===== src/rtl/pixel_render.sv =====
// Pixel generation stage: draws background, player and coin layers from the
// live timing counters, keeps sync pixel-aligned with RGB (2-cycle latency),
// and reports a per-frame tick plus a player/coin overlap pulse.
module pixel_render #(
  parameter int          HDISP        = 640,
  parameter int          VDISP        = 480,
  parameter int          PLAYER_SIZE  = 32,
  parameter int          COIN_SIZE    = 16,
  parameter logic [11:0] BG_COLOR     = 12'h000,
  parameter logic [11:0] PLAYER_COLOR = 12'h0F0,
  parameter logic [11:0] COIN_COLOR   = 12'hFF0,
  parameter int          BLINK_BIT    = 5
) (
  input  logic        pixClk,
  input  logic        rst,
  input  logic [10:0] horiz_counter,
  input  logic [10:0] vert_counter,
  input  logic        video,
  input  logic        horiz_sync_pulse,
  input  logic        vert_sync_pulse,
  input  logic [9:0]  player_x,
  input  logic [9:0]  player_y,
  input  logic [9:0]  coin_x,
  input  logic [9:0]  coin_y,
  input  logic        coin_valid,
  input  logic        coin_blink,
  output logic [11:0] rgb,
  output logic        hsync_out,
  output logic        vsync_out,
  output logic        frame_tick,
  output logic        collide
);
  localparam logic [10:0] PSZ  = 11'(PLAYER_SIZE);
  localparam logic [10:0] CSZ  = 11'(COIN_SIZE);
  localparam logic [10:0] HMAX = 11'(HDISP);
  localparam logic [10:0] VMAX = 11'(VDISP);

  // Shadow positions: only these are used for drawing, so input changes
  // mid-frame never tear the picture.
  logic [9:0]  px_q, px_d, py_q, py_d, cx_q, cx_d, cy_q, cy_d;
  logic        cv_q, cv_d;
  logic [5:0]  fcnt_q, fcnt_d;
  logic        ovl_q, ovl_d;
  logic        p_hit_q, p_hit_d, c_hit_q, c_hit_d;
  logic [11:0] rgb_q, rgb_d;
  logic        hs_q, hs_d, vs_q, vs_d;
  logic        tick_q, tick_d, col_q, col_d;

  logic        latch, in_act;
  logic [10:0] px_e, py_e, cx_e, cy_e;

  // Next-state: frame latch, stage-1 hit tests, stage-2 colour/overlap
  always_comb begin
    latch  = (horiz_counter == 11'd0) && (vert_counter == VMAX);
    // 11-bit extension keeps x+SIZE from wrapping past 1023
    px_e   = {1'b0, px_q};
    py_e   = {1'b0, py_q};
    cx_e   = {1'b0, cx_q};
    cy_e   = {1'b0, cy_q};
    in_act = (horiz_counter < HMAX) && (vert_counter < VMAX);

    px_d   = px_q;
    py_d   = py_q;
    cx_d   = cx_q;
    cy_d   = cy_q;
    cv_d   = cv_q;
    fcnt_d = fcnt_q;
    if (latch) begin
      px_d   = player_x;
      py_d   = player_y;
      cx_d   = coin_x;
      cy_d   = coin_y;
      cv_d   = coin_valid;
      fcnt_d = fcnt_q + 6'd1;
    end

    // Stage 1: hit tests against the shadow positions
    p_hit_d = in_act &&
              (horiz_counter >= px_e) && (horiz_counter < px_e + PSZ) &&
              (vert_counter  >= py_e) && (vert_counter  < py_e + PSZ);
    c_hit_d = in_act && cv_q &&
              (horiz_counter >= cx_e) && (horiz_counter < cx_e + CSZ) &&
              (vert_counter  >= cy_e) && (vert_counter  < cy_e + CSZ) &&
              (!coin_blink || !fcnt_q[BLINK_BIT]);

    // Stage 2: video input lines up with the stage-1 hits of the same pixel
    if (!video)       rgb_d = 12'h000;
    else if (p_hit_q) rgb_d = PLAYER_COLOR;
    else if (c_hit_q) rgb_d = COIN_COLOR;
    else              rgb_d = BG_COLOR;

    hs_d   = horiz_sync_pulse;
    vs_d   = vert_sync_pulse;
    tick_d = latch;
    col_d  = latch && ovl_q;

    // Latch clear wins over a same-cycle overlap set
    ovl_d = ovl_q;
    if (latch)                             ovl_d = 1'b0;
    else if (video && p_hit_q && c_hit_q)  ovl_d = 1'b1;
  end

  // State registers, all cleared asynchronously
  always_ff @(posedge pixClk or posedge rst) begin
    if (rst) begin
      px_q    <= '0;
      py_q    <= '0;
      cx_q    <= '0;
      cy_q    <= '0;
      cv_q    <= 1'b0;
      fcnt_q  <= '0;
      ovl_q   <= 1'b0;
      p_hit_q <= 1'b0;
      c_hit_q <= 1'b0;
      rgb_q   <= '0;
      hs_q    <= 1'b0;
      vs_q    <= 1'b0;
      tick_q  <= 1'b0;
      col_q   <= 1'b0;
    end else begin
      px_q    <= px_d;
      py_q    <= py_d;
      cx_q    <= cx_d;
      cy_q    <= cy_d;
      cv_q    <= cv_d;
      fcnt_q  <= fcnt_d;
      ovl_q   <= ovl_d;
      p_hit_q <= p_hit_d;
      c_hit_q <= c_hit_d;
      rgb_q   <= rgb_d;
      hs_q    <= hs_d;
      vs_q    <= vs_d;
      tick_q  <= tick_d;
      col_q   <= col_d;
    end
  end

  assign rgb        = rgb_q;
  assign hsync_out  = hs_q;
  assign vsync_out  = vs_q;
  assign frame_tick = tick_q;
  assign collide    = col_q;
endmodule


===== config.mk =====
export PLATFORM = sky130hd
export DESIGN_NAME = pixel_render
export DESIGN_NICKNAME = d
export VERILOG_FILES = /design/src/rtl/pixel_render.sv
export SDC_FILE = /design/constraint.sdc
export NUM_CORES = 1
export LEC_CHECK = 0
export CAP_MARGIN = 20
export CORE_ASPECT_RATIO = 1.4
export CORE_MARGIN = 2
export CORE_UTILIZATION = 45
export CTS_CLUSTER_DIAMETER = 200
export DETAILED_ROUTE_END_ITERATION = 10
export GPL_TIMING_DRIVEN = 0
export PLACE_DENSITY = 0.72
export SLEW_MARGIN = 5
export SYNTH_ARGS = -nofsm -noshare
export SYNTH_HDL_FRONTEND = slang
export SYNTH_SLANG_ARGS = --single-unit

===== constraint.sdc =====
create_clock -name pixClk -period 5.7 [get_ports pixClk]
set_clock_uncertainty 0.1 [all_clocks]
set_input_delay 0.57 -clock pixClk [delete_from_list [all_inputs] [get_ports pixClk]]
set_output_delay 0.57 -clock pixClk [all_outputs]
set_load 0.005 [all_outputs]

# Word-level counts from Yosys, hierarchy flattened
# Index checks and enable logic that the tools add are counted.
[word_totals]
word_cells = 55
in_bits = 69
regBits = 66
[op_classes]
add_sub_neg = 5
n_eq_ne = 1
n_reduce_logical = 20
n_mux = 5
order_cmp = 10
[ops]
columns = ["operator", "n"]
rows = [
  ["$ge 11x10->1", 4],
  ["$lt 11x11->1", 4],
  ["$mux 12", 3],
  ["$add 10x5->11 const B", 2],
  ["$add 10x6->11 const B", 2],
  ["$logic_and 1x1->1", 15],
  ["$eq 11x9->1 const B", 1],
  ["$logic_not 11->1", 1],
  ["$lt 11x10->1 const B", 1],
  ["$lt 11x9->1 const B", 1],
  ["$add 6x1->6 const B", 1],
  ["$logic_not 1->1", 2],
  ["$mux 1", 2],
  ["$reduce_bool 2->1", 1],
  ["$logic_or 1x1->1", 1],
]

# Depth between registers and ports, before layout
# Gate-level depths: netlist (run 1).
[logic_depth]
word_depth = 8
depth_mapped = 9
ltp_nobuf = 9

# Worst setup path after synthesis (run 1)
# No wires, ideal clock.
[synth_path]
path_type = "register -> register"
from = "register cx_q[4]"
to = "register c_hit_q"
n_path_buf = 0
t_required_ns = 5.506
path_stages_with_launch = 10
arrival_ns = 1.911
setup_slack_ns = 3.595
setup_ns = 0.094
path_cell_list = "dfrtp_1 ha_1 and3_1 xnor2_1 ha_1 a21o_1 a21o_1 a21oi_1 o221ai_1 a211oi_1"
[synth_via]
elab_chain_cells = 6
elab_cells_between_ends = 8
classes_between = "add/sub (1); order compare (2); reduce/logical (5)"
[synth_rtl]
columns = ["item", "line_no", "rtl"]
rows = [
  ["start, declared", "40", "logic [9:0] px_q, px_d, py_q, py_d, cx_q, cx_d, cy_q, cy_d;"],
  ["start signal, assigned", "108", "cx_q <= '0;"],
  ["start signal, assigned", "123", "cx_q <= cx_d;"],
  ["$add 10x5->11 or $ge 11x10->1 (tied branches)", "82", "(horiz_counter >= cx_e) && (horiz_counter < cx_e + CSZ) &&"],
  ["$lt 11x11->1 or $logic_and 1x1->1 (tied branches)", "82, 81", ""],
  ["$logic_and 1x1->1 (*) (2 in a row)", "82", ""],
  ["$logic_and 1x1->1 (*) (2 in a row)", "83", "(vert_counter >= cy_e) && (vert_counter < cy_e + CSZ) &&"],
  ["via c_hit_d", "44", "logic p_hit_q, p_hit_d, c_hit_q, c_hit_d;"],
  ["end signal, assigned", "129", "c_hit_q <= c_hit_d;"],
  ["end, declared", "44", ""],
]
# The timed path passes the listed nets; every way through them passes the cells marked *.
# A chain may end at the register's enable or synchronous reset.

# Worst setup path in the final report (run 1)
[layout_path]
from = "input port vert_counter[1]"
to = "register p_hit_q"
[layout_via]
elab_chain_cells = 6
elab_cells_between_ends = 8
classes_between = "order compare (3); reduce/logical (5)"
[layout_rtl]
columns = ["item", "line_no", "rtl"]
rows = [
  ["start, declared", "17", "input logic [10:0] vert_counter,"],
  ["$lt 11x9->1", "60", "in_act = (horiz_counter < HMAX) && (vert_counter < VMAX);"],
  ["$logic_and 1x1->1", "60", ""],
  ["$logic_and 1x1->1", "78", "p_hit_d = in_act &&"],
  ["$logic_and 1x1->1 (2 in a row)", "79", "(horiz_counter >= px_e) && (horiz_counter < px_e + PSZ) &&"],
  ["$logic_and 1x1->1 (*)", "80", "(vert_counter >= py_e) && (vert_counter < py_e + PSZ);"],
  ["via p_hit_d", "44", ""],
  ["end signal, assigned", "128", "p_hit_q <= p_hit_d;"],
  ["end, declared", "44", ""],
]
# Marks and branches as above.

==> impl_metrics.env, run 1 <==
export IMPL_drive_gt1_share_pct=6.48
export IMPL_ant_nets=0
export IMPL_dp_slack_ns=2.77
export IMPL_synthCells=433
export IMPL_rsz0062_at_grt="false"
export IMPL_synthAdderAreaFrac_pct=22.3
export IMPL_place_congestion=0.857
export IMPL_synth_mux_area_share_pct=1.70
export IMPL_finalSetupViolations=0
export IMPL_port_buffers=80
export IMPL_die_width_um=83.5
export IMPL_cts_hold_buf=0
export IMPL_min_period_over_period_pct=46.0
export IMPL_antenna_found_initial=0
export IMPL_async_reset_ff_share_pct=100
export IMPL_crit_path_cell_trace="clkdlybuf4s50_1, ha_1, nor2b_1, nor3_1, o21ai_0, a41oi_1, o31ai_1, nor4bb_1"
export IMPL_dp_cells=622
export IMPL_startpoint_type="input pin"
export IMPL_cts_buffers=5
export IMPL_fin_ws_ns=3.08
export IMPL_post_route_min_period_ns=2.62
export IMPL_cts_setup_buffers=0
export IMPL_holdCritPathClass="flip-flop to flip-flop"
export IMPL_startpoint="vert_counter[1]"
export IMPL_seq_area_frac_synth_pct=35.2
export IMPL_clockBufferDepth=2
export IMPL_holdWs_ns=0.353
export IMPL_grt_overflow=0
export IMPL_dp_hpwl_um=8000
export IMPL_synth_simple_area_share_pct=14.4
export IMPL_p_leak_uw=0.00252
export IMPL_drv_slew=0
export IMPL_holdCritStartpoint="p_hit_q"
export IMPL_crit_slowest_cell="clkdlybuf4s50_1"
export IMPL_synth_seq_cells=56
export IMPL_start_util_pct=46.2
export IMPL_critPathKind="input pin to flip-flop"
export IMPL_grt_max_degree=36
export IMPL_synthTopCellsByArea="dfrtp_1 35%, ha_1 22%, o21ai_0 6.0%"
export IMPL_vias_per_cell=5.40
export IMPL_tightestPinTransition_ns=0.804
export IMPL_r2r_start="cx_q[4]"
export IMPL_hold_end="rgb[10]"
export IMPL_cpPeakStageDelay_ns=0.50
export IMPL_die_area_um2=9620
export IMPL_synth_top_area_share_pct=35.2
export IMPL_holdPathStages=1
export IMPL_htree_levels=2
export IMPL_synth_edf_count=0
export IMPL_pwr_density_cell_nw_per_um2=164
export IMPL_track_usage_pct=21.5
export IMPL_num_vias=3405
export IMPL_fin_util_pct=59.3
export IMPL_tns_ns=0
export IMPL_first_pass_iters=4
export IMPL_ff2ff_setup_slack_ns=3.36
export IMPL_area_growth_syn_to_layout_pct=28.2
export IMPL_synth_compound_area_share_pct=14.7
export IMPL_wire_per_inst_um=15.5
export IMPL_finalNetCount=664
export IMPL_drtIter0Drc=89
export IMPL_cts_tree="built"
export IMPL_layoutNonFillerInstCount=630
export IMPL_max_freq_mhz=381
export IMPL_grt_pass1_vias=3516
export IMPL_path_max_fanout=3
export IMPL_cts_sinks=56
export IMPL_syn_avg_cell_area_um2=9.19
export IMPL_cp_required_ns=5.79
export IMPL_ys_types=41
export IMPL_clockRootBuffer="clkbuf_16"
export IMPL_diodes=0
export IMPL_hold_viol_final=0
export IMPL_clkLatencyLatePin_ns=0.30
export IMPL_ir_drop_v=0.000134
export IMPL_clk_pin_slew_ns=0.07
export IMPL_relSlewSlack_pct=46.3
export IMPL_fp_dieH_um=115
export IMPL_drc_errors=0
export IMPL_yosys_most_used_dff="dfrtp_1"
export IMPL_timing_rr_end="c_hit_q"
export IMPL_synth_top_area_cell="dfrtp_1"
export IMPL_yosys_warnings=0
export IMPL_syn_area_um2=3980
export IMPL_rows=40
export IMPL_status="finished clean"
export IMPL_cts_resized_gates=0
export IMPL_maxCapViolations=0
export IMPL_arrival_ns=2.71
export IMPL_ff2ff_path_depth=9
export IMPL_synth_top_family_by_area="adder cells"
export IMPL_cp_end_kind="flip-flop"
export IMPL_grt_first_pass_wirelength_um=16400
export IMPL_ios=85
export IMPL_wirelength_um=9760
export IMPL_yosys_area_share_xor_xnor_pct=4.18
export IMPL_core_area_um2=8610
worst max-delay path by stage:
stage | to | cells past startpoint
after global routing | cx_q[9] | 7
after detailed placement | px_q[3] | 7
after global placement | py_q[8] | 2
after floorplan | c_hit_q | 9
final | p_hit_q | 8
after CTS | px_q[3] | 7
per-stage QoR:
| stage | total power, uW | area, um2 |
|---|---|---|
| 6_report | 837 | 5100 |
| 5_1_grt | 875 | 5100 |
| 4_1_cts | 847 | 5100 |
| 3_5_place_dp | 523 | 4950 |
| 3_3_place_gp | 519 | 4920 |
| 2_1_floorplan | 448 | 3990 |
cell usage after synthesis, types with 2 or more instances:
cell       n
nor2b_1    4
nand2b_1   4
a211o_1    2
a21o_1     7
and3_1     2
nand3_1   19
dfrtp_1   56
buf_2      4
nand2_1   46
a21oi_1   17
a31oi_1    2
o31ai_1    2
nor3_1     6
buf_4     12
xnor2_1   17
inv_1     46
a211oi_1   7
o211ai_1   3
o21ai_0   48
nand4_1   10
ha_1      71
clkbuf_1   3
nor2_1    13
xor2_1     2
o21a_1     4
mux2_2     6
nor4_1     5
o311a_1    2
critical path: cells and delay by family:
family                     cells  cell delay (ns)
AOI/OAI and AO/OA              3             0.78
adders and majority gates      1             0.33
buffers and inverters          1             0.50
and+or+nand+nor                3             0.54
layout by cell type, fill, tap and decap left out, drive strengths merged, types with 2 or more instances in the layout:
cell           instances
clkdlybuf4s50         80
ha                    71
dfrtp                 56
o21ai                 48
nand2                 46
inv                   46
nand3                 20
xnor2                 17
a21oi                 17
buf                   17
nor2                  13
nand4                 10
clkbuf                10
a21o                   7
a211oi                 7
nor3                   7
mux2                   6
nor4                   5
o21a                   4
nor2b                  4
nand2b                 4
conb                   4
o211ai                 3
and3                   2
o311a                  2
a211o                  2
a31oi                  2
o31ai                  2
xor2                   2
cell families (layout without fill, tap and decap cells):
family / after synthesis / in the layout
muxes: 6 / 6
DFF: 56 / 56
AOI/OAI and AO/OA: 98 / 98
adders and majority gates: 71 / 71
xor gates and xnor gates: 19 / 19
other: 1 / 4
and+or+nand+nor: 117 / 117
buffers and inverters: 65 / 154
cell type report:
type,count,area (um2)
Sequential cell,56,1400
Fill cell,798,3510
Inverter,46,173
Clock buffer,7,143
Buffer,19,121
Clock inverter,1,7.51
Multi-Input combinational cell,315,2300
Tap cell,105,131
Timing Repair Buffer,81,828
registers in the layout, summed over array words and instances (netlist names):
name / count
p_hit_q: 1
frame_tick: 1
vsync_out: 1
cy_q: 10
c_hit_q: 1
ovl_q: 1
px_q: 10
rgb: 2
cx_q: 10
fcnt_q: 6
py_q: 10
cv_q: 1
collide: 1
hsync_out: 1
routing by layer:
metal	track usage, %	vias up	part of all wire (%)
met2	41.2	85	54
met5	0	-	0
met4	7.63	0	1.5
li1	-	1689	-
met1	24.6	1614	40
met3	2.73	17	3.7
power by group:
part	switching (uW)	internal (uW)
combinational	51.1	66.3
clock	147	176
sequential	0.211	398
No activity file was read; power rests on OpenSTA's default activity.
==> run 2: changes to the inputs <==
--- a/config.mk
+++ b/config.mk
@@ -12,7 +12,7 @@
 export CTS_CLUSTER_DIAMETER = 200
 export DETAILED_ROUTE_END_ITERATION = 10
 export GPL_TIMING_DRIVEN = 0
-export PLACE_DENSITY = 0.72
+export PLACE_DENSITY = 0.75
 export SLEW_MARGIN = 5
 export SYNTH_ARGS = -nofsm -noshare
 export SYNTH_HDL_FRONTEND = slang
==> constraint.sdc (replaced) <==
create_clock -name pixClk -period 2.4 [get_ports pixClk]
set_clock_uncertainty 0.1 [all_clocks]
set_input_delay 0.24 -clock pixClk [delete_from_list [all_inputs] [get_ports pixClk]]
set_output_delay 0.24 -clock pixClk [all_outputs]
set_load 0.005 [all_outputs]
==> run 2 against run 1 <==
  * Utilization is 0.45 points higher
  * Total power is 150% higher
  * Cell area up 0.76%
  * Final cell count is 0.16% higher
  * Global-route usage rose by 0.34 points
  * Register-to-register slack worse by 3.2 ns
  * Worst setup slack got worse by 3.0 ns
  * Clock power grew to 2.7 times the previous value
  * Critical path type unchanged
  * Critical endpoint is now px_q[3]
==> impl_metrics.env, run 2 (same netlist as run 1, synthesis figures left out) <==
export IMPL_fp_dieH_um=115
export IMPL_hold_viol_final=0
export IMPL_layoutNonFillerInstCount=631
export IMPL_power_share_clock_pct=41.1
export IMPL_wire_per_inst_um=16.1
export IMPL_grt_use_met1_pct=23.8
export IMPL_wirelength_um=10100
export IMPL_switching_share_pct=23.2
export IMPL_drive_gt1_share_pct=7.98
export IMPL_met3_usage_pct=2.80
export IMPL_dp_hpwl_um=8120
export IMPL_dp_slack_ns=-0.188
export IMPL_antenna_found_initial=0
export IMPL_busiest_layer="met2"
export IMPL_grt_first_pass_wirelength_um=16800
export IMPL_htree_levels=2
export IMPL_finalNetCount=665
export IMPL_cp_end_kind="flip-flop"
export IMPL_startpoint_type="input pin"
export IMPL_cts_sinks=56
export IMPL_drv_slew=0
export IMPL_ir_drop_v=0.000364
export IMPL_final_common_cell="clkdlybuf4s50_1"
export IMPL_cp_required_ns=2.46
export IMPL_fin_util_pct=59.7
export IMPL_vias_per_cell=5.53
export IMPL_clockRootBuffer="clkbuf_16"
export IMPL_diodes=0
export IMPL_finalSetupViolations=0
export IMPL_first_pass_iters=5
export IMPL_min_period_over_period_pct=95.2
export IMPL_clkLatencyLatePin_ns=0.30
export IMPL_rows=40
export IMPL_maxCapViolations=0
export IMPL_ios=85
export IMPL_area_growth_syn_to_layout_pct=29.1
export IMPL_arrival_ns=2.34
export IMPL_place_congestion=0.881
export IMPL_dp_cells=622
export IMPL_holdWs_ns=0.136
export IMPL_grt_overflow=0
export IMPL_grtUsageMet2_pct=42.7
export IMPL_core_area_um2=8610
export IMPL_start_util_pct=46.2
export IMPL_critPathKind="input pin to flip-flop"
export IMPL_comb_power_share_pct=13.6
export IMPL_holdCritPathClass="input pin to async pin"
export IMPL_power_share_sequential_pct=45.4
export IMPL_clk_pin_slew_ns=0.07
export IMPL_p_int_uw=1600
export IMPL_crit_slowest_cell="clkdlybuf4s50_1"
export IMPL_fin_ws_ns=0.116
export IMPL_rsz0062_at_grt="true"
export IMPL_pwr_density_cell_nw_per_um2=405
export IMPL_total_power_uw=2080
export IMPL_path_max_fanout=10
export IMPL_ant_nets=0
export IMPL_die_area_um2=9620
export IMPL_die_width_um=83.5
export IMPL_cts_buffers=5
export IMPL_post_route_min_period_ns=2.28
export IMPL_cts_tree="built"
export IMPL_p_sw_uw=483
export IMPL_cpPeakStageDelay_ns=0.61
export IMPL_drtIter0Drc=168
export IMPL_p_leak_uw=0.00254
export IMPL_max_freq_mhz=438
export IMPL_grt_pass1_vias=3652
export IMPL_num_vias=3488
export IMPL_port_buffers=80
export IMPL_mostFrequentLayoutCells="80 x clkdlybuf4s50_1, 70 x ha_1, 54 x dfrtp_1, 47 x o21ai_0, 46 x nand2_1"
export IMPL_ff2ff_setup_slack_ns=0.13
export IMPL_ff2ff_path_depth=9
export IMPL_drc_errors=0
export IMPL_status="finished clean"
export IMPL_grt_max_degree=42
export IMPL_track_usage_pct=21.9
export IMPL_crit_path_cell_trace="clkdlybuf4s50_1, nand4_1, or3_1, nor3_2, buf_4, clkbuf_1, o21ai_0"
export IMPL_clockBufferDepth=2
[run 2: path summary, 6_finish.rpt]
| check | from | endpoint |
|---|---|---|
| hold reg to reg | p_hit_q | rgb[10] |
| max in group asynchronous | rst | cy_q[4] |
| hold / removal | rst | cx_q[2] |
| setup / recovery | vert_counter[5] | px_q[3] |
| setup reg to reg | cx_q[4] | c_hit_q |
| min in group pixClk | vert_sync_pulse | vsync_out |
[run 2: metrics by stage]
stage          instance area [um2]  setup TNS [ns]
2_1_floorplan                 3990               0
3_3_place_gp                  4920          -22.72
3_5_place_dp                  4940           -3.95
4_1_cts                       5110               0
5_1_grt                       5140         -0.0372
6_report                      5140               0
[run 2: cell type report]
type	instances	area, um2
Clock buffer	5	125
Timing Repair Buffer	82	828
Fill cell	771	3470
Buffer	19	121
Clock inverter	3	46.3
Inverter	46	173
Multi-Input combinational cell	315	2310
Sequential cell	56	1400
Tap cell	105	131
[run 2: power groups by stage]
stage          logic, uW  clock network [uW]  registers [uW]
4_1_cts              281                 874             945
3_5_place_dp         278                   0             964
6_report             282                 855             945
3_3_place_gp         265                   0             964
5_1_grt              310                 905             945
2_1_floorplan        101                   0             964
[run 2: worst max-delay path, delay by kind of cell]
kind,cells,cell delay [ns]
AO/OA/AOI/OAI,1,0.17
buffers and inverters,3,1.18
AND/OR/NAND/NOR,3,0.75
[run 2: repair_timing]
| action | 4_1_cts | 5_1_grt |
|---|---|---|
| gates resized for setup | 0 | 7 |
| hold buffers | 0 | 0 |
| setup endpoints to repair | 0 | 2 |
| buffers inserted | 0 | 1 |
[run 2: metal layers]
layer  part of all wire [%]  up-vias
met1                     38     1691
met2                     55       89
met4                    2.8        0
li1                       -     1690
met5                      0        -
met3                    4.1       18
